**src/rtl/counter_cmd_arbiter.sv**
```systemverilog
// Round-robin arbiter that shares one up/down step counter between two
// requesters, A and B. The winner's 2-bit command is driven onto W1/W0 for
// exactly Len cycles. The owner then gets a one-cycle Done pulse.
//
// Ports:
//   Clock        system clock, rising edge
//   Reset        asynchronous reset, active low
//   ReqA/ReqB    request, held high until the matching Done
//   CmdA/CmdB    command {w1,w0}: 00 hold, 01 +1, 10 +2, 11 -1
//   LenA/LenB    burst length in cycles (0 = no command, Done only)
//   GntA/GntB    current owner of the counter
//   DoneA/DoneB  one-cycle pulse at the end of the owner's burst
//   W1/W0        command bits to the counter FSM
//   Busy         high in any state other than IDLE
module counter_cmd_arbiter #(
    parameter int unsigned LEN_W = 4
) (
    input  logic             Clock,
    input  logic             Reset,
    input  logic             ReqA,
    input  logic [1:0]       CmdA,
    input  logic [LEN_W-1:0] LenA,
    input  logic             ReqB,
    input  logic [1:0]       CmdB,
    input  logic [LEN_W-1:0] LenB,
    output logic             GntA,
    output logic             GntB,
    output logic             DoneA,
    output logic             DoneB,
    output logic             W1,
    output logic             W0,
    output logic             Busy
);

    typedef enum logic [1:0] {
        IDLE  = 2'd0,
        ISSUE = 2'd1,
        DONE  = 2'd2
    } state_t;

    state_t           state;
    logic             ptr_b;      // 1: B wins a tie, 0: A wins a tie
    logic             owner_b;    // 1: B owns the current burst
    logic [LEN_W-1:0] rem;        // cycles still to issue after the current one

    logic             pick_b_c;
    logic [1:0]       sel_cmd_c;
    logic [LEN_W-1:0] sel_len_c;
    logic             owner_req_c;

    // Arbitration: B wins when it is the only requester or the pointer favours it
    always_comb begin
        pick_b_c    = ReqB && (!ReqA || ptr_b);
        sel_cmd_c   = pick_b_c ? CmdB : CmdA;
        sel_len_c   = pick_b_c ? LenB : LenA;
        owner_req_c = owner_b ? ReqB : ReqA;
    end

    // Single FSM. The command and length are captured on the granting edge,
    // because W1/W0 and rem hold them for the rest of the burst.
    always_ff @(posedge Clock or negedge Reset) begin
        if (!Reset) begin
            state   <= IDLE;
            ptr_b   <= 1'b0;
            owner_b <= 1'b0;
            rem     <= '0;
            GntA    <= 1'b0;
            GntB    <= 1'b0;
            DoneA   <= 1'b0;
            DoneB   <= 1'b0;
            W1      <= 1'b0;
            W0      <= 1'b0;
            Busy    <= 1'b0;
        end else begin
            case (state)
                IDLE: begin
                    if (ReqA || ReqB) begin
                        owner_b <= pick_b_c;
                        GntA    <= !pick_b_c;
                        GntB    <= pick_b_c;
                        Busy    <= 1'b1;
                        if (sel_len_c != '0) begin
                            state    <= ISSUE;
                            {W1, W0} <= sel_cmd_c;
                            rem      <= sel_len_c - LEN_W'(1);
                        end else begin
                            // Zero-length burst: acknowledge without issuing
                            state <= DONE;
                            DoneA <= !pick_b_c;
                            DoneB <= pick_b_c;
                        end
                    end
                end

                ISSUE: begin
                    if (!owner_req_c) begin
                        // Owner withdrew: abort without Done, still hand priority over
                        state    <= IDLE;
                        {W1, W0} <= 2'b00;
                        GntA     <= 1'b0;
                        GntB     <= 1'b0;
                        Busy     <= 1'b0;
                        rem      <= '0;
                        ptr_b    <= !owner_b;
                    end else if (rem != '0) begin
                        rem <= rem - LEN_W'(1);
                    end else begin
                        state    <= DONE;
                        {W1, W0} <= 2'b00;
                        DoneA    <= !owner_b;
                        DoneB    <= owner_b;
                    end
                end

                DONE: begin
                    state <= IDLE;
                    GntA  <= 1'b0;
                    GntB  <= 1'b0;
                    DoneA <= 1'b0;
                    DoneB <= 1'b0;
                    Busy  <= 1'b0;
                    ptr_b <= !owner_b;
                end

                default: begin
                    state    <= IDLE;
                    {W1, W0} <= 2'b00;
                    GntA     <= 1'b0;
                    GntB     <= 1'b0;
                    DoneA    <= 1'b0;
                    DoneB    <= 1'b0;
                    Busy     <= 1'b0;
                end
            endcase
        end
    end

endmodule

```
**config.mk**
```make
export PLATFORM = sky130hd
export DESIGN_NAME = counter_cmd_arbiter
export DESIGN_NICKNAME = d
export VERILOG_FILES = /design/src/rtl/counter_cmd_arbiter.sv
export SDC_FILE = /design/constraint.sdc
export NUM_CORES = 1
export LEC_CHECK = 0
export ABC_AREA = 1
export BUFFER_PORTS_ARGS = -buffer_cell sky130_fd_sc_hd__buf_2
export CAP_MARGIN = 40
export CORE_ASPECT_RATIO = 0.8
export CORE_MARGIN = 1
export CORE_UTILIZATION = 28
export CTS_CLUSTER_SIZE = 12
export DETAILED_ROUTE_END_ITERATION = 7
export GPL_ROUTABILITY_DRIVEN = 0
export HOLD_SLACK_MARGIN = 0.12
export PLACE_DENSITY = 0.52
export SLEW_MARGIN = 20
export SYNTH_ARGS = -nofsm -noshare
export SYNTH_HDL_FRONTEND = slang
export SYNTH_SLANG_ARGS = --single-unit
```
**constraint.sdc**
```tcl
create_clock -name Clock -period 4.35 [get_ports Clock]
set_clock_uncertainty 0.05 [all_clocks]
set_input_delay 0.435 -clock Clock [delete_from_list [all_inputs] [get_ports Clock]]
set_output_delay 0.435 -clock Clock [all_outputs]
set_load 0.02 [all_outputs]
```
==> results of run 1 <==
[flip-flops by register name, indices dropped and copies added (netlist names)]
register  count
Busy          1
DoneA         1
DoneB         1
GntA          1
GntB          1
W0            1
W1            1
owner_b       1
ptr_b         1
rem           4
state         2
[Yosys cell counts, types with 3 or more instances]
| cell | n |
|---|---|
| a21oi_1 | 5 |
| dfrtp_1 | 15 |
| inv_1 | 13 |
| inv_2 | 5 |
| nand2_1 | 46 |
| nand2_2 | 8 |
| nand2_4 | 4 |
| nand3_1 | 7 |
| nand3_2 | 3 |
| nor2_1 | 4 |
| o21ai_0 | 6 |
| o21ai_2 | 6 |
[power breakdown]
group / switching [µW] / internal [µW] / leakage [µW]
Sequential: 45.6 / 203 / 0.000188
Clock: 51.6 / 63.5 / 0.0000255
Combinational: 314 / 181 / 0.000481
Total: 411 / 448 / 0.000695
[what timing repair did]
action | 4_1_cts | 5_1_grt
hold buffers | 1 | 0
setup buffers | 0 | 0
endpoints found under the hold margin | 15 | 0
[how the worst max path moves through the flow]
stage	end	slack [ns]	start	depth (start not counted)
6_report	rem[1]	2.78	state[1]	8
5_1_grt	rem[1]	2.63	ptr_b	12
4_1_cts	rem[1]	2.77	state[1]	8
3_5_place_dp	rem[1]	2.68	ReqA	11
3_3_place_gp	rem[1]	2.73	ReqA	11
2_1_floorplan	rem[1]	2.90	ReqB	10
[metal layers]
| layer | wire [µm] | global-route usage, % |
|---|---|---|
| met5 | 0 | 0 |
| met4 | 61 | 6.57 |
| met3 | 73 | 3.77 |
| met2 | 1000 | 20.3 |
| met1 | 1060 | 14.9 |
[per-stage QoR]
stage | total power, µW | utilization (%) | cell area [µm²] | hold slack [ns]
2_1_floorplan | 636 | - | 1040 | 0.0894
3_3_place_gp | 745 | 34.2 | 1190 | 0.302
3_5_place_dp | 754 | 34.2 | 1190 | 0.308
4_1_cts | 872 | 35.8 | 1250 | 0.423
5_1_grt | 942 | 35.8 | 1250 | 0.438
6_report | 859 | 35.8 | 1250 | 0.418
[worst max-delay path, cell delays in order, from the launching register on]
cell and delay (ns):
dfrtp_1 0.45, nor2_2 0.24, nand3_2 0.14, nand2_2 0.20, o21ai_2 0.08, nand2_2 0.10
inv_2 0.07, nand2_1 0.08, o21ai_2 0.05
[cell families (layout without fill, tap and decap cells)]
logic type               after synthesis  count (layout)  synth area share, %
AND/OR/NAND/NOR                       78              78                 38.3
AO/OA/AOI/OAI                         24              24                 14.7
buffers and inverters                 20              46                 7.70
flip-flops                            15              15                 36.1
adder cells (fa/ha/maj)                2               2                 2.41
XOR/XNOR                               1               1                0.843
[cells in the final DEF (no fill, tap or decap), drive strengths merged, types with 2 or more instances in the layout]
| cell | instances |
|---|---|
| a21oi | 5 |
| a22oi | 2 |
| buf | 22 |
| clkbuf | 3 |
| clkinv | 2 |
| dfrtp | 15 |
| ha | 2 |
| inv | 18 |
| nand2 | 58 |
| nand3 | 10 |
| nor2 | 6 |
| o21ai | 14 |
[area by class of cell]
cell class                      count  share of cell area (%)
Multi-Input combinational cell    105                    46.7
Sequential cell                    15                    30.0
Timing Repair Buffer               23                    9.60
Inverter                           19                    5.80
Tap cell                           42                    4.20
Clock buffer                        3                    3.30
Clock inverter                      1                   0.400
==> impl_metrics.json, run 1 <==
{
  "worstMarginPinSlew_ns": 0.339,
  "fill_cells": 385,
  "final.setup.tns_ns": 0,
  "finalWorstSetupSlack_ns": 2.78,
  "r2r-end": "rem[1]",
  "rrSetupSlack_ns": 2.78,
  "cellLeakagePower_uw": 0.000695,
  "vias_per_cell": 4.61,
  "drcViolationCount": 0,
  "clk-insertion-delay-late_ns": 0.25,
  "synth-edff-count": 0,
  "cp.required_ns": 4.44,
  "drive_gt1_share_pct": 34.3,
  "stdcell_count": 208,
  "grt_max_degree": 16,
  "start_util_pct": 29.8,
  "reg2reg_depth": 8,
  "cap_violations": 0,
  "holdCritPathClass": "register to register",
  "synth.net_count": 158,
  "arrival_ns": 1.66,
  "clk_path_buf_depth": 2,
  "synth_area_leaders": "dfrtp_1 36%, nand2_1 17%, o21ai_2 5.1%",
  "die_w_um": 70.1,
  "cts_resized": 0,
  "worstHoldEndpoint": "GntB",
  "min_from": "GntB",
  "numPortBuffers": 22,
  "cts_tree": "done",
  "num_rows": 19,
  "period_needed_ns": 1.57,
  "dr.pass1.iters": 4,
  "fmax_mhz": 637,
  "grt_pass1_vias": 905,
  "cts_max_level": 1,
  "critical_path_class": "register to register",
  "synthFlopType": "dfrtp_1",
  "synth_warnings": 0,
  "finalHoldViolations": 0,
  "slew_viol_final": 0,
  "drt-initial-drc-count": 29,
  "diodes": 0,
  "dpl.cell_count": 203,
  "grt_overflow_total": 0,
  "yosysUniqueCellTypes": 27,
  "finalSetupViolCount": 0,
  "wl_per_cell_um": 10.6,
  "worstSetupStartpointType": "register",
  "root_buffer": "clkbuf_8",
  "post-place-ws_ns": 2.68,
  "worstSetupEndpointType": "register",
  "grt_first_pass_wirelength_um": 3860,
  "finalCritPeriodShare_pct": 36.1,
  "track_usage_pct": 12.5,
  "synth.top_cell.area_share_pct": 36.1,
  "cp_max_fo": 8,
  "ant_nets": 0,
  "hold_depth": 2,
  "synth_top_area_cell": "dfrtp_1",
  "routed_wirelength_um": 2200,
  "synth_area_um2": 1040,
  "ys_async_sr_fraction_pct": 100,
  "dieArea_um2": 3960,
  "numCtsBuffers": 3,
  "powerDensity_nw_per_um2": 686,
  "hpwlAfterDp_um": 1840,
  "regToRegStartpoint": "state[1]",
  "outcome": "finished clean",
  "synthCells": 140,
  "dr_total_vias": 959,
  "finalNetCount": 185,
  "clkSinkCount": 15,
  "clkTransAtPathRegs_ns": 0.07,
  "final-seq-area_um2": 375,
  "io_pins": 23,
  "syn_avg_cell_area_um2": 7.43,
  "ys_seq_area_share_pct": 36.1,
  "rsz0062_at_grt": "false",
  "antenna_found_initial": 0,
  "multi_input_area_um2": 584,
  "synth_seq_cells": 15,
  "slew_headroom_pct": 77.3,
  "syn2layout_area_growth_pct": 20.3,
  "vdd_drop_max_v": 0.000198,
  "design.core.area_um2": 3490,
  "die_h_um": 56.5
}
Power figures use the tool's default switching activity.
==> run 2: changes to the inputs <==
--- a/config.mk
+++ b/config.mk
@@ -15,7 +15,7 @@
 export DETAILED_ROUTE_END_ITERATION = 7
 export GPL_ROUTABILITY_DRIVEN = 0
 export HOLD_SLACK_MARGIN = 0.12
-export PLACE_DENSITY = 0.52
+export PLACE_DENSITY = 0.53
 export SLEW_MARGIN = 20
 export SYNTH_ARGS = -nofsm -noshare
 export SYNTH_HDL_FRONTEND = slang
==> constraint.sdc (replaced) <==
create_clock -name Clock -period 1.4 [get_ports Clock]
set_clock_uncertainty 0.05 [all_clocks]
set_input_delay 0.14 -clock Clock [delete_from_list [all_inputs] [get_ports Clock]]
set_output_delay 0.14 -clock Clock [all_outputs]
set_load 0.02 [all_outputs]
==> impl_metrics.json, run 2 (synthesized netlist as in run 1, its figures left out) <==
{
  "io_pins": 23,
  "regMostFlops": "rem",
  "path_delay_family": "simple AND/OR/NAND/NOR gates",
  "slew_viol_final": 0,
  "period_needed_ns": 1.42,
  "path_buf_inv": 2,
  "clkSinkCount": 15,
  "finalHoldViolations": 0,
  "finalNetCount": 198,
  "final_common_cell": "nand2_1",
  "diodes": 0,
  "numCtsBuffers": 3,
  "hpwlAfterDp_um": 2020,
  "die_h_um": 56.5,
  "cts_tree": "done",
  "root_buffer": "clkbuf_8",
  "grt_first_pass_wirelength_um": 4340,
  "violations": "negative setup slack",
  "holdCritPathClass": "primary input to register",
  "grt_max_degree": 16,
  "worstMarginPinSlew_ns": 0.337,
  "cp.required_ns": 1.49,
  "design.core.area_um2": 3490,
  "drive_gt1_share_pct": 46.4,
  "grt_pass1_vias": 1054,
  "clkTransAtPathRegs_ns": 0.06,
  "rsz0062_at_grt": "true",
  "dr.pass1.iters": 4,
  "cp_slowest_stage_delay_ns": 0.34,
  "grt_overflow_total": 0,
  "finalSetupViolCount": 5,
  "final_area_um2": 1440,
  "dpl.cell_count": 215,
  "post-place-ws_ns": -0.0944,
  "drt-initial-drc-count": 49,
  "num_rows": 19,
  "fill_cells": 348,
  "cp_max_fo": 7,
  "path_cells": "inv_2, nand2_4, nand2_4, nand2_1, nand2_2, nor2_4, nand3_4, nand2_4, inv_4, nand2_1, o21ai_2",
  "drcViolationCount": 0,
  "cap_violations": 0,
  "stdcell_count": 221,
  "layout_common_cells": "37 x nand2_1, 22 x buf_2, 15 x dfrtp_1",
  "worstSetupEndpoint": "rem[1]",
  "die_w_um": 70.1,
  "largest_reg_flops": 4,
  "critical_path_class": "register to register",
  "dieArea_um2": 3960,
  "routed_wirelength_um": 2520,
  "antenna_found_initial": 0,
  "powerDensity_nw_per_um2": 2140,
  "ant_nets": 0,
  "finalWorstSetupSlack_ns": -0.0236,
  "outcome": "finished with violations",
  "vias_per_cell": 4.66,
  "fmax_mhz": 702,
  "cp_common_cell": "nand2_4",
  "finalCritPeriodShare_pct": 102,
  "track_usage_pct": 13.9,
  "clk-insertion-delay-late_ns": 0.25,
  "worstSetupEndpointType": "register",
  "critical_path.slowest_cell": "dfrtp_1",
  "clk_path_buf_depth": 2,
  "multi_input_area_um2": 673,
  "slew_headroom_pct": 77.5,
  "worstSetupStartpointType": "register",
  "r2r-end": "rem[1]",
  "detailed_place.area_um2": 1280,
  "vdd_drop_max_v": 0.000803,
  "rrSetupSlack_ns": -0.02,
  "start_util_pct": 29.8,
  "cp.depth": 11,
  "numPortBuffers": 22,
  "wl_per_cell_um": 11.4,
  "syn2layout_area_growth_pct": 38.9,
  "top_regs": "rem (4), state (2)",
  "cts_max_level": 1,
  "crit_path_start": "ptr_b",
  "final-seq-area_um2": 375,
  "arrival_ns": 1.51,
  "regToRegStartpoint": "ptr_b",
  "cellLeakagePower_uw": 0.000775,
  "reg2reg_depth": 11,
  "fin_util_pct": 41.3,
  "dr_total_vias": 1030
}
[run 2: cell count changes in the layout (fill, tap and decap cells not counted), sizes merged]
| cell | delta |
|---|---|
| buf | +13 |
[run 2: worst min-delay path by stage]
| stage | startpoint | end | slack (ns) | depth (start not counted) |
|---|---|---|---|---|
| floorplan | Reset | Busy | -0.21 | 0 |
| global placement | Reset | DoneB | 0.01 | 1 |
| detailed placement | Reset | DoneB | 0.02 | 1 |
| CTS | CmdA[0] | W0 | 0.15 | 3 |
| global route | CmdA[0] | W0 | 0.17 | 3 |
| finish | CmdA[1] | W1 | 0.16 | 3 |
[run 2: layout make-up]
class | instances | share of cell area (%)
multi-input combinational | 105 | 46.6
inverter | 19 | 5.46
tap | 42 | 3.64
clock buffer | 3 | 2.86
timing repair buffer | 36 | 15.1
clock inverter | 1 | 0.347
sequential | 15 | 26.0
[run 2: report_power, final]
part,internal [µW],switching (µW)
logic,815,1140
clock network,197,156
registers,632,143
total,1640,1440
[run 2: tightest hold or removal path: cells and delay by family]
family / cells / cell delay [ns]
compound gates: 2 / 0.19
buf+inv: 1 / 0.08
[run 2: per-stage QoR]
step / setup TNS [ns] / hold WS (ns) / power (µW)
final: -0.0567 / 0.156 / 3080
after global routing: -0.661 / 0.172 / 3370
after CTS: -0.0184 / 0.148 / 3000
after detailed placement: -0.436 / 0.0186 / 2550
after global placement: -0.101 / 0.0142 / 2510
after floorplan: 0 / -0.206 / 1980
[run 2: routing by layer]
metal	vias up	routed length, µm	global-route usage [%]
li1	527	-	-
met1	477	1130	15.2
met2	17	1250	24.6
met3	9	76	3.77
met4	0	73	7.14
met5	-	0	0
[run 2: repair_timing]
item | in CTS | in global routing
buffers inserted | 1 | 0
hold buffers | 1 | 0
endpoints found under the setup margin | 8 | 10
pin swaps | 5 | 6
hold endpoints to repair | 15 | 0
gates resized for setup | 10 | 15
==> run 3: changes to the inputs <==
--- a/config.mk
+++ b/config.mk
@@ -15,7 +15,7 @@
 export DETAILED_ROUTE_END_ITERATION = 7
 export GPL_ROUTABILITY_DRIVEN = 0
 export HOLD_SLACK_MARGIN = 0.12
-export PLACE_DENSITY = 0.53
+export PLACE_DENSITY = 0.44
 export SLEW_MARGIN = 20
 export SYNTH_ARGS = -nofsm -noshare
 export SYNTH_HDL_FRONTEND = slang
==> impl_metrics.json, run 3 (synthesized netlist as in run 1, its figures left out) <==
{
  "design.core.area_um2": 3490,
  "fill_cells": 353,
  "cap_violations": 0,
  "drive_gt1_share_pct": 50.3,
  "largest_reg_flops": 4,
  "num_rows": 19,
  "grt_overflow_total": 0,
  "detailed_place.area_um2": 1290,
  "multi_input_area_um2": 684,
  "slew_viol_final": 0,
  "outcome": "finished with violations",
  "slew_headroom_pct": 76.7,
  "numPortBuffers": 22,
  "critical_path.slowest_cell": "dfrtp_1",
  "routed_wirelength_um": 2560,
  "clk_path_buf_depth": 2,
  "holdCritPathClass": "primary input to register",
  "worstSetupEndpointType": "register",
  "grt_pass1_vias": 1061,
  "clkTransAtPathRegs_ns": 0.07,
  "path_buf_inv": 2,
  "period_needed_ns": 1.42,
  "final_common_cell": "nand2_1",
  "drt-initial-drc-count": 24,
  "violations": "negative setup slack",
  "cp.required_ns": 1.49,
  "clk-insertion-delay-late_ns": 0.25,
  "finalNetCount": 200,
  "cts_max_level": 1,
  "regMostFlops": "rem",
  "fmax_mhz": 705,
  "die_w_um": 70.1,
  "dr_total_vias": 1007,
  "final_area_um2": 1470,
  "antenna_found_initial": 0,
  "finalHoldViolations": 0,
  "grt_max_degree": 16,
  "layout_common_cells": "34 x nand2_1, 22 x buf_2, 15 x dfrtp_1, 15 x buf_4, 13 x nand2_2",
  "ant_nets": 0,
  "powerDensity_nw_per_um2": 2130,
  "finalWorstSetupSlack_ns": -0.0192,
  "grt_first_pass_wirelength_um": 4510,
  "dieArea_um2": 3960,
  "cp_slowest_stage_delay_ns": 0.34,
  "drcViolationCount": 0,
  "worstMarginPinSlew_ns": 0.350,
  "cp_common_cell": "nand2_4",
  "hpwlAfterDp_um": 1980,
  "numCtsBuffers": 3,
  "diodes": 0,
  "io_pins": 23,
  "power_uw": 3140,
  "vias_per_cell": 4.52,
  "worstSetupStartpointType": "register",
  "start_util_pct": 29.8,
  "cellLeakagePower_uw": 0.000795,
  "rsz0062_at_grt": "true",
  "path_delay_family": "simple AND/OR/NAND/NOR gates",
  "root_buffer": "clkbuf_8",
  "final-seq-area_um2": 375,
  "final.setup.tns_ns": -0.0311,
  "arrival_ns": 1.51,
  "path_cells": "inv_2, nand2_4, nand2_4, nand2_1, nand2_2, nor2_4, nand3_4, nand2_4, inv_6, nand2_2, o21ai_2",
  "die_h_um": 56.5,
  "finalSetupViolCount": 3,
  "clkSinkCount": 15,
  "vdd_drop_max_v": 0.000942,
  "top_regs": "rem (4), state (2)",
  "finalCritPeriodShare_pct": 101,
  "critical_path_class": "register to register",
  "syn2layout_area_growth_pct": 41.6,
  "stdcell_count": 223,
  "dr.pass1.iters": 4,
  "cts_tree": "done",
  "track_usage_pct": 14.8,
  "cp_max_fo": 7,
  "wl_per_cell_um": 11.5,
  "dpl.cell_count": 216
}
[run 3: changes by cell type in the layout (fill, tap and decap cells not counted), moves of 2 or more]
cell     previous run  this run
buf_4              13        15
nand2_1            37        34
nand2_2            11        13
nor2_2              0         2
o21ai_2             5         7
[run 3: what timing repair did]
action	CTS	global route
resized for setup	20	12
pin swaps	8	5
setup buffers	2	0
hold buffers	1	0
endpoints found under the setup margin	6	10
hold endpoints to repair	15	0
[run 3: worst paths after layout]
check	startpoint	end	slack, ns	depth (start not counted)
min in group asynchronous	Reset	DoneB	0.28	2
setup / recovery	ptr_b	rem[1]	-0.02	11
hold reg to reg	GntB	GntB	0.42	2
setup reg to reg	ptr_b	rem[1]	-0.02	11
max in group asynchronous	Reset	rem[0]	0.76	2
hold / removal	CmdA[1]	W1	0.13	3
[run 3: where the power goes]
group	total, µW	switching, µW	internal (µW)
sequential	759	127	632
clock	362	165	197
combinational	2020	1190	831
[run 3: metal layers]
layer  GRT usage [%]  vias up  routed length, µm
li1                -      529                  -
met1            17.7      459               1230
met2            24.3       14               1220
met3            4.49        5                 72
met4            6.86        0                 34
met5               0        -                  0
[run 3: final cells by class]
type | count | share of cell area [%]
flip-flops and latches | 15 | 25.5
repair buffers | 38 | 15.8
multi-input cells | 105 | 46.5
inverters | 19 | 5.52
clock inverters | 1 | 0.340
clock buffers | 3 | 2.80
well taps | 42 | 3.57
[run 3: metrics by stage]
stage	setup slack, ns	hold slack [ns]	util, %
floorplan	0.0147	-0.206	-
global placement	-0.0403	0.0186	37.0
detailed placement	-0.0600	0.0225	37.0
finish	-0.0192	0.130	42.1
CTS	-0.00547	0.127	40.7
global route	-0.125	0.142	42.1
[run 3: worst register-to-register path: cells and delay by family, from the launching register on]
family / cells / cell delay (ns)
AND/OR/NAND/NOR: 8 / 0.77
buffers and inverters: 2 / 0.10
flip-flops: 1 / 0.34
AO/OA/AOI/OAI: 1 / 0.05
